--- src/rtl/sram_audio_ctrl_pkg.sv ---
// Shared types and defaults for the audio SRAM sequencing controller.
package sram_audio_ctrl_pkg;
    localparam int DEF_ADDR_W = 18;
    localparam int DEF_DATA_W = 16;
    localparam logic [DEF_ADDR_W-1:0] MAX_ADDR = '1;

    typedef enum logic [2:0] {
        S_IDLE,
        S_REC_WAIT,
        S_REC_WR,
        S_PLAY_WAIT,
        S_PLAY_RD,
        S_CLEAR
    } state_t;
endpackage

--- src/rtl/sram_audio_ctrl_timer.sv ---
// Down-counter that times one SRAM word access and flags its final cycle.
module sram_access_timer #(
    parameter int CNT_W = 2
) (
    input  logic             clk,
    input  logic             rst,
    input  logic             start,
    input  logic [CNT_W-1:0] load,
    output logic             last
);
    logic [CNT_W-1:0] cnt_q, cnt_d;
    logic             run_q, run_d;

    always_comb begin
        cnt_d = cnt_q;
        run_d = run_q;
        if (start) begin
            cnt_d = load;
            run_d = 1'b1;
        end else if (run_q) begin
            if (cnt_q == '0) run_d = 1'b0;
            else             cnt_d = cnt_q - 1'b1;
        end
    end

    always_ff @(posedge clk or posedge rst) begin
        if (rst) begin
            cnt_q <= '0;
            run_q <= 1'b0;
        end else begin
            cnt_q <= cnt_d;
            run_q <= run_d;
        end
    end

    assign last = run_q && (cnt_q == '0);
endmodule

--- src/rtl/sram_audio_ctrl.sv ---
// Record/play/clear sequencer in front of the audio SRAM wrapper.
// Owns the address counter, recorded length and clear sweep; all outputs registered.
import sram_audio_ctrl_pkg::*;

module sram_audio_ctrl #(
    parameter int ADDR_W    = DEF_ADDR_W,
    parameter int DATA_W    = DEF_DATA_W,
    parameter int WR_CYCLES = 2,
    parameter int RD_CYCLES = 2
) (
    input  logic              clk,
    input  logic              reset,
    input  logic              cmd_record,
    input  logic              cmd_play,
    input  logic              cmd_stop,
    input  logic              cmd_clear,
    input  logic              adc_valid,
    input  logic [DATA_W-1:0] adc_data,
    input  logic              dac_ready,
    output logic [DATA_W-1:0] dac_data,
    output logic              dac_valid,
    output logic [ADDR_W-1:0] sram_addr,
    output logic              sram_read,
    output logic              sram_write,
    output logic [DATA_W-1:0] sram_wdata,
    input  logic [DATA_W-1:0] sram_rdata,
    output logic              busy,
    output logic              overrun,
    output logic [ADDR_W-1:0] end_addr
);
    localparam int MAXC  = (WR_CYCLES > RD_CYCLES) ? WR_CYCLES : RD_CYCLES;
    localparam int CNT_W = $clog2(MAXC + 1);
    localparam logic [ADDR_W-1:0] MAX_A = '1;

    state_t            state_q, state_d;
    logic [ADDR_W-1:0] addr_q, addr_d, end_q, end_d, addr_inc;
    logic [DATA_W-1:0] wdata_q, wdata_d, dout_q, dout_d;
    logic              rd_q, rd_d, wr_q, wr_d, dv_q, dv_d, ovr_q, ovr_d;
    logic              busy_q, busy_d, stop_pend_q, stop_pend_d;
    logic              t_start, t_last;
    logic [CNT_W-1:0]  t_load;

    sram_access_timer #(.CNT_W(CNT_W)) u_timer (
        .clk   (clk),
        .rst   (reset),
        .start (t_start),
        .load  (t_load),
        .last  (t_last)
    );

    assign addr_inc = addr_q + 1'b1;

    always_comb begin
        state_d     = state_q;
        addr_d      = addr_q;
        end_d       = end_q;
        wdata_d     = wdata_q;
        dout_d      = dout_q;
        rd_d        = rd_q;
        wr_d        = wr_q;
        dv_d        = 1'b0;
        ovr_d       = 1'b0;
        stop_pend_d = stop_pend_q;
        t_start     = 1'b0;
        t_load      = '0;
        case (state_q)
            S_IDLE: begin
                stop_pend_d = 1'b0;
                if (cmd_stop) begin
                    state_d = S_IDLE;
                end else if (cmd_clear) begin
                    state_d = S_CLEAR;
                    addr_d  = '0;
                    end_d   = '0;
                    wdata_d = '0;
                end else if (cmd_record) begin
                    state_d = S_REC_WAIT;
                    addr_d  = '0;
                    end_d   = '0;
                end else if (cmd_play && end_q != '0) begin
                    state_d = S_PLAY_WAIT;
                    addr_d  = '0;
                end
            end
            S_REC_WAIT: begin
                if (cmd_stop) begin
                    state_d = S_IDLE;
                end else if (adc_valid) begin
                    state_d = S_REC_WR;
                    wdata_d = adc_data;
                    wr_d    = 1'b1;
                    t_start = 1'b1;
                    t_load  = CNT_W'(WR_CYCLES - 1);
                end
            end
            S_REC_WR: begin
                ovr_d = adc_valid;
                if (cmd_stop) stop_pend_d = 1'b1;
                if (t_last) begin
                    wr_d  = 1'b0;
                    end_d = (addr_q == MAX_A) ? MAX_A : addr_inc;
                    // Full memory ends the take without wrapping back to 0.
                    if (addr_q == MAX_A) begin
                        state_d = S_IDLE;
                    end else begin
                        addr_d  = addr_inc;
                        state_d = (stop_pend_q || cmd_stop) ? S_IDLE : S_REC_WAIT;
                    end
                end
            end
            S_PLAY_WAIT: begin
                if (cmd_stop) begin
                    state_d = S_IDLE;
                end else if (dac_ready) begin
                    state_d = S_PLAY_RD;
                    rd_d    = 1'b1;
                    t_start = 1'b1;
                    t_load  = CNT_W'(RD_CYCLES - 1);
                end
            end
            S_PLAY_RD: begin
                ovr_d = dac_ready;
                if (cmd_stop) stop_pend_d = 1'b1;
                if (t_last) begin
                    rd_d    = 1'b0;
                    dout_d  = sram_rdata;
                    dv_d    = 1'b1;
                    addr_d  = addr_inc;
                    state_d = (addr_inc == end_q || stop_pend_q || cmd_stop) ? S_IDLE : S_PLAY_WAIT;
                end
            end
            S_CLEAR: begin
                if (cmd_stop) stop_pend_d = 1'b1;
                // Write low marks the gap cycle between words; a stop there exits at once.
                if (!wr_q) begin
                    if (stop_pend_q || cmd_stop) begin
                        state_d = S_IDLE;
                    end else begin
                        wr_d    = 1'b1;
                        t_start = 1'b1;
                        t_load  = CNT_W'(WR_CYCLES - 1);
                    end
                end else if (t_last) begin
                    wr_d = 1'b0;
                    if (addr_q == MAX_A || stop_pend_q || cmd_stop) state_d = S_IDLE;
                    else                                              addr_d  = addr_inc;
                end
            end
            default: state_d = S_IDLE;
        endcase
        busy_d = (state_d != S_IDLE);
    end

    always_ff @(posedge clk or posedge reset) begin
        if (reset) begin
            state_q     <= S_IDLE;
            addr_q      <= '0;
            end_q       <= '0;
            wdata_q     <= '0;
            dout_q      <= '0;
            rd_q        <= 1'b0;
            wr_q        <= 1'b0;
            dv_q        <= 1'b0;
            ovr_q       <= 1'b0;
            busy_q      <= 1'b0;
            stop_pend_q <= 1'b0;
        end else begin
            state_q     <= state_d;
            addr_q      <= addr_d;
            end_q       <= end_d;
            wdata_q     <= wdata_d;
            dout_q      <= dout_d;
            rd_q        <= rd_d;
            wr_q        <= wr_d;
            dv_q        <= dv_d;
            ovr_q       <= ovr_d;
            busy_q      <= busy_d;
            stop_pend_q <= stop_pend_d;
        end
    end

    assign sram_addr  = addr_q;
    assign sram_read  = rd_q;
    assign sram_write = wr_q;
    assign sram_wdata = wdata_q;
    assign dac_data   = dout_q;
    assign dac_valid  = dv_q;
    assign busy       = busy_q;
    assign overrun    = ovr_q;
    assign end_addr   = end_q;
endmodule

--- config.mk ---
export PLATFORM = sky130hd
export DESIGN_NAME = sram_audio_ctrl
export DESIGN_NICKNAME = d
export VERILOG_FILES = /design/src/rtl/sram_audio_ctrl_pkg.sv /design/src/rtl/sram_audio_ctrl_timer.sv /design/src/rtl/sram_audio_ctrl.sv
export SDC_FILE = /design/constraint.sdc
export NUM_CORES = 1
export LEC_CHECK = 0
export ABC_AREA = 1
export BUFFER_PORTS_ARGS = -buffer_cell sky130_fd_sc_hd__buf_2
export CAP_MARGIN = 25
export CORE_MARGIN = 3
export CORE_UTILIZATION = 53
export DETAILED_ROUTE_END_ITERATION = 8
export PLACE_DENSITY = 0.8
export SETUP_SLACK_MARGIN = 0.5
export SYNTH_ARGS = -nofsm -noshare
export SYNTH_HDL_FRONTEND = slang
export SYNTH_HIERARCHICAL = 1
export SYNTH_SLANG_ARGS = --single-unit
export TNS_END_PERCENT = 10
--- constraint.sdc ---
create_clock -name clk -period 2.47 [get_ports clk]
set_clock_uncertainty 0.2 [all_clocks]
set_input_delay 0 -clock clk [delete_from_list [all_inputs] [get_ports clk]]
set_output_delay 0 -clock clk [all_outputs]
set_load 0.03 [all_outputs]
## Word level (Yosys, flattened, before mapping)

Index checks and enable logic that the tools add are counted.

| cells by class | value |
|---|---|
| add/sub/neg operators | 2 |
| $lt $le $gt $ge | 0 |
| multiply operators | 0 |
| divide/modulo/power cells | 0 |
| shifts and indexed selects | 0 |
| muxes and demuxes | 74 |
| bitwise gates (word level) | 0 |
| reductions and logical operators | 27 |
| equality and inequality tests | 23 |

Operators with widths:

| kind | number |
|---|---|
| $mux W18 | 15 |
| $pmux W18 S4 | 1 |
| $mux W16 | 4 |
| $mux W3 | 14 |
| $pmux W18 S2 | 1 |
| $pmux W16 S2 | 1 |
| $mux W1 | 27 |
| $ne A2 B2 Y1 const B | 13 |
| $add A18 B1 Y18 const B | 1 |
| $eq A18 B18 Y1 | 1 |
| $eq A18 B18 Y1 const B | 1 |
| $pmux W3 S6 | 1 |
| $reduce_bool A18 Y1 | 1 |
| $reduce_and A4 Y1 | 3 |
| $reduce_bool A2 Y1 | 5 |
| $pmux W1 S3 | 3 |
| $reduce_and A9 Y1 | 1 |
| $mux W2 | 4 |
| $eq A3 B2 Y1 const B | 2 |
| $eq A3 B3 Y1 const B | 2 |
| $pmux W1 S2 | 3 |
| $reduce_and A2 Y1 | 3 |
| $reduce_bool A3 Y1 | 2 |
| $logic_or A1 B1 Y1 | 5 |
| other kinds (11) | 12 |

| storage, ports and cells | value |
|---|---|
| memories | 0 |
| word-level logic and storage cells | 139 |
| RAM bits | 0 |
| register bits after elaboration | 80 |
| input port bits | 40 |
| bits in read-only memories | 0 |
| bits in latches | 0 |

## Logic depth before layout (Yosys ltp)

| depth | value |
|---|---|
| depth in word-level cells | 8 |
| gate-level depth with buffers | 16 |
| gate-level depth less buffers | 16 |

## Cells and area by module

The synthesis kept the hierarchy.

By module, submodules not included:

| module | instances | seq. area each (µm²) | area each (µm²) | cells each |
|---|---|---|---|---|
| sram_audio_ctrl | 1 | 1,926.8 | 4,205.3 | 549 |
| sram_access_timer | 1 | 75.1 | 166.4 | 23 |

## Least setup slack after synthesis

No wires, ideal clock.

| timing path | value |
|---|---|
| path kind | register to register |
| from | reg addr_q[0], in the netlist sram_addr[0] |
| to | reg busy_q, in the netlist busy |
| cell stages (with the launch flop) | 17 |
| setup slack | 88 ps |
| library setup time | 122 ps |
| arrival | 2,060 ps |
| buffers on the path | 0 |
| path through | dfrtp_1 ha_1 nand2_2 nor2_4 nand2_2 nor2_2 nand2_1 nand2_1 nand2_1 nand2_1 nand3_1 nor2_1 nand2_1 nand3_2 nand3_1 nor2_1 nand2_1 |

| on the way | value |
|---|---|
| cells in the longest elaborated chain, start to end | 8 |
| elaborated cells on any way between the ends | 16 |
| those cells by class | add/sub: 1; eq/ne: 2; mux: 8; reduce/logical: 5 |

Ends and longest elaborated chain:

| element | RTL line | RTL |
|---|---|---|
| start: declaration | sram_audio_ctrl.sv:36 | `logic [ADDR_W-1:0] addr_q, addr_d, end_q, end_d, addr_inc;` |
| start signal: assignment | sram_audio_ctrl.sv:169 | `addr_q <= addr_d;` |
| $add A18 B1 Y18 / $eq A18 B18 Y1 (equally long branches) | sram_audio_ctrl.sv:51, sram_audio_ctrl.sv:103, sram_audio_ctrl.sv:145 |  |
| $eq A18 B18 Y1 / $logic_or A1 B1 Y1 (equally long branches) | sram_audio_ctrl.sv:129, sram_audio_ctrl.sv:145 |  |
| $logic_or A1 B1 Y1, on equally long branches | sram_audio_ctrl.sv:129, sram_audio_ctrl.sv:145 |  |
| $logic_or A1 B1 Y1 / $mux W3 (equally long branches) | sram_audio_ctrl.sv:129, sram_audio_ctrl.sv:145 |  |
| $mux W2 / $mux W3 (equally long branches) | sram_audio_ctrl.sv:129, sram_audio_ctrl.sv:143 |  |
| $mux W3, on equally long branches | sram_audio_ctrl.sv:124, sram_audio_ctrl.sv:135 |  |
| $pmux W3 S6 * | sram_audio_ctrl.sv:66 | `case (state_q)` |
| $reduce_bool A3 Y1 * | sram_audio_ctrl.sv:151 | `busy_d = (state_d != S_IDLE);` |
| named net busy_d | sram_audio_ctrl.sv:39 | `logic busy_q, busy_d, stop_pend_q, stop_pend_d;` |
| end signal: assignment | sram_audio_ctrl.sv:177 | `busy_q <= busy_d;` |
| end: declaration | sram_audio_ctrl.sv:39 |  |

The timed path passes the listed nets; every way through them passes the cells marked *.
A chain may end at the register's enable or synchronous reset.

## Worst setup path after layout

Same ends and word-level chain as after synthesis.

==> results.cfg <==
[routing]
wirelength_um = 14400
drt-wirelength-per-cell_um = 16.6
routed_via_density = 5.66
antenna_left = 0
vias = 4901
drc_errors = 0
drt_first_pass_iters = 5
drt_iter0_drc = 366

[clock_network]
clk_path_buf_depth = 2
clk_pin_slew_ns = 0.09
cts_sinks = 80
cts_tree = done
h-tree-depth = 3
clkLatencyLatePin_ns = 0.36
clock-root-buffer = clkbuf_8
cts_buffers = 9

[power]
internal_power_mw = 3.26
power_leakage_nw = 3.17
power_frac_comb_pct = 51.1
netSwitchingFraction_pct = 45.7
power_density_mw_per_mm2 = 967
p_switching_mw = 2.75
ir_drop_uv = 753
pwr-share-clk_pct = 17.1
seqPwrFrac_pct = 31.8

[timing]
fmax_ghz = 0.429
finalHoldViolCount = 0
fin_crit_ns = 2.33
setup_ws_ns = 0.140
finalSetupTns_ns = 0
whs_ns = 0.117
slew_headroom_pct = 44.3
grt_setup_unrepaired = yes
period_share_pct = 94.3
drv_slew = 0
worst_slew_pin_slew_ns = 0.830
setup_violations = 0

[yosys]
ys_seq_elements = 80
syn_nets = 614
synth_top_area_cell = dfrtp_1
netlist_instances = 572
synth_top_area_share_pct = 45.8
synthArstFlopShare_pct = 100
synth.most_common_cell = nand2_1
synth_commonest_cells = 169 x nand2_1, 80 x dfrtp_1, 77 x nand3_1
synthesis.area_mm2 = 0.00437
synth-edff-count = 0
synth_cell_types = 35
synth-main-ff-cell = dfrtp_1
seq_area_frac_synth_pct = 45.8
synthTopCellsByArea = dfrtp_1 46%, nand2_1 15%, nand3_1 8.8%, inv_1 5.8%, nor2_1 3.2%
syn_area_per_cell_um2 = 7.64
yosys_warnings = 6

[critical_path]
cp_max_fo = 5
worstPathRequired_ns = 2.53
arrival_ns = 2.39
start_kind = flip-flop
worstSetupPathType = flip-flop to flip-flop
end_kind = flip-flop

[place]
gp_congestion = 0.988
dp_hpwl_um = 8990
io_buffer_count = 112
placed_cells = 782
place_ws_ns = 0.0875

[global_route]
grt_max_degree = 47
antenna_found_initial = 0
globalRouteTotalUtil_pct = 29.8
grt_pass1_vias = 4807
grt_overflow_total = 0
grt_pass1_wl_um = 22700

[cells_and_area]
layout.nets = 801
drive_gt1_share_pct = 32.9
antenna_cells = 0
nFillCells = 538
instances_no_fill = 866
area_growth_pct = 42.1

[floorplan]
ios = 113
rows = 32
core-area_mm2 = 0.00785
die_y_um = 96.8
dieArea_mm2 = 0.00937
die_x_um = 96.8
initial_utilization_pct = 55.7

[run]
maxCapViolCount = 0

[min_path]
hp-class = input port to asynchronous set/reset pin

[run_status]
status = completed
-- cells in the final DEF (no fill, tap or decap), types with 4 or more instances in the layout --
master / netlist / routed
nand2_4: 0 / 5
inv_1: 67 / 64
clkbuf_8: 0 / 9
nor2_1: 37 / 32
nand4_1: 8 / 8
o22ai_2: 10 / 11
o21ai_1: 12 / 12
nor2_2: 6 / 6
dfrtp_2: 0 / 6
nand2_1: 169 / 153
buf_2: 2 / 112
buf_4: 2 / 26
nand3_1: 77 / 67
dlygate4sd3_1: 0 / 42
nand3_2: 2 / 11
a21oi_1: 11 / 10
o22ai_1: 12 / 11
nand2_2: 6 / 17
o21ai_0: 27 / 23
dfrtp_1: 80 / 74
nor2_4: 2 / 8
buf_6: 2 / 4
inv_2: 8 / 10
-- cells by family (layout without fill, tap and decap cells) --
logic type	Yosys count	count (layout)	share of synthesized area (%)
simple gates	314	315	31.6
xor+xnor	6	6	1.83
other cells	1	1	0.0858
compound gates	79	79	11.8
buf+inv	90	281	8.30
flops	80	80	45.8
fa+ha+maj	2	2	0.572
-- worst max-delay path, cell delays in order (launching register included) --
cell and delay (ns):
dfrtp_2 0.44, ha_4 0.19, nand2_4 0.09, buf_4 0.13, nor2_4 0.04, nand2_1 0.11
nand3_1 0.11, nand2_1 0.07, nand3_1 0.09, nor2_2 0.15, nand3_1 0.11, nor2_1 0.09
nand2_1 0.08, nand3_2 0.08, nand3_2 0.07, nor2_2 0.12, nand2_1 0.06
-- path summary, 6_finish.rpt --
kind | start | to | slack (ns) | cells past startpoint
max in group asynchronous | reset | sram_addr[12]$_DFFE_PP0P_ | 1.28 | 4
worst max-delay path | sram_addr[0]$_DFFE_PP0P_ | busy$_DFF_PP0_ | 0.14 | 16
worst max register to register | sram_addr[0]$_DFFE_PP0P_ | busy$_DFF_PP0_ | 0.14 | 16
worst min register to register | dac_data[7]$_DFFE_PP0P_ | dac_data[7]$_DFFE_PP0P_ | 0.27 | 2
min in group clk | sram_rdata[5] | dac_data[5]$_DFFE_PP0P_ | 0.17 | 4
worst min-delay path | reset | sram_wdata[0]$_DFFE_PP0P_ | 0.12 | 3
-- registers in the layout, summed over array words and instances (netlist names) --
signal,cells
end_addr,18
sram_addr,18
dac_data,16
sram_wdata,16
state_q,3
u_timer/cnt_q,2
busy,1
dac_valid,1
overrun,1
sram_read,1
sram_write,1
stop_pend_q,1
u_timer/run_q,1
-- stage by stage --
step | power [mW] | area [µm²] | utilization, %
2_1_floorplan | 3.59 | 4400 | -
3_3_place_gp | 4.25 | 5110 | 65.1
3_5_place_dp | 4.32 | 5110 | 65.1
4_1_cts | 5.78 | 6050 | 77.1
5_1_grt | 6.29 | 6210 | 79.2
6_report | 6.01 | 6210 | 79.2
-- repair_timing --
action,CTS,global route
setup buffers,17,5
gates resized for setup,37,29
gates cloned,3,1
setup endpoints to repair,43,76
endpoints found under the hold margin,73,0
pin swaps,14,20
hold buffers,42,0
-- area by class of cell --
class / count / area, µm² / share of cell area [%]
clock buffer: 9 / 124 / 1.99
sequential: 80 / 2010 / 32.3
clock inverter: 7 / 83.8 / 1.35
inverter: 76 / 289 / 4.65
tap: 102 / 128 / 2.05
timing repair buffer: 189 / 1340 / 21.6
multi-input combinational: 403 / 2240 / 36.0
-- power groups by stage --
stage	combinational, mW	clock [mW]	sequential, mW
finish	3.07	1.03	1.91
global route	3.25	1.10	1.94
CTS	2.85	1.04	1.89
detailed placement	2.41	0	1.92
global placement	2.34	0	1.91
floorplan	1.09	0	2.50
-- routing by layer --
layer	part of all wire, %	up-vias	global-route usage (%)
li1	-	2249	-
met1	40	2344	37.0
met2	49	262	49.5
met3	8.3	46	7.21
met4	3.2	0	13.3
met5	0	-	0
Power figures use the tool's default switching activity.
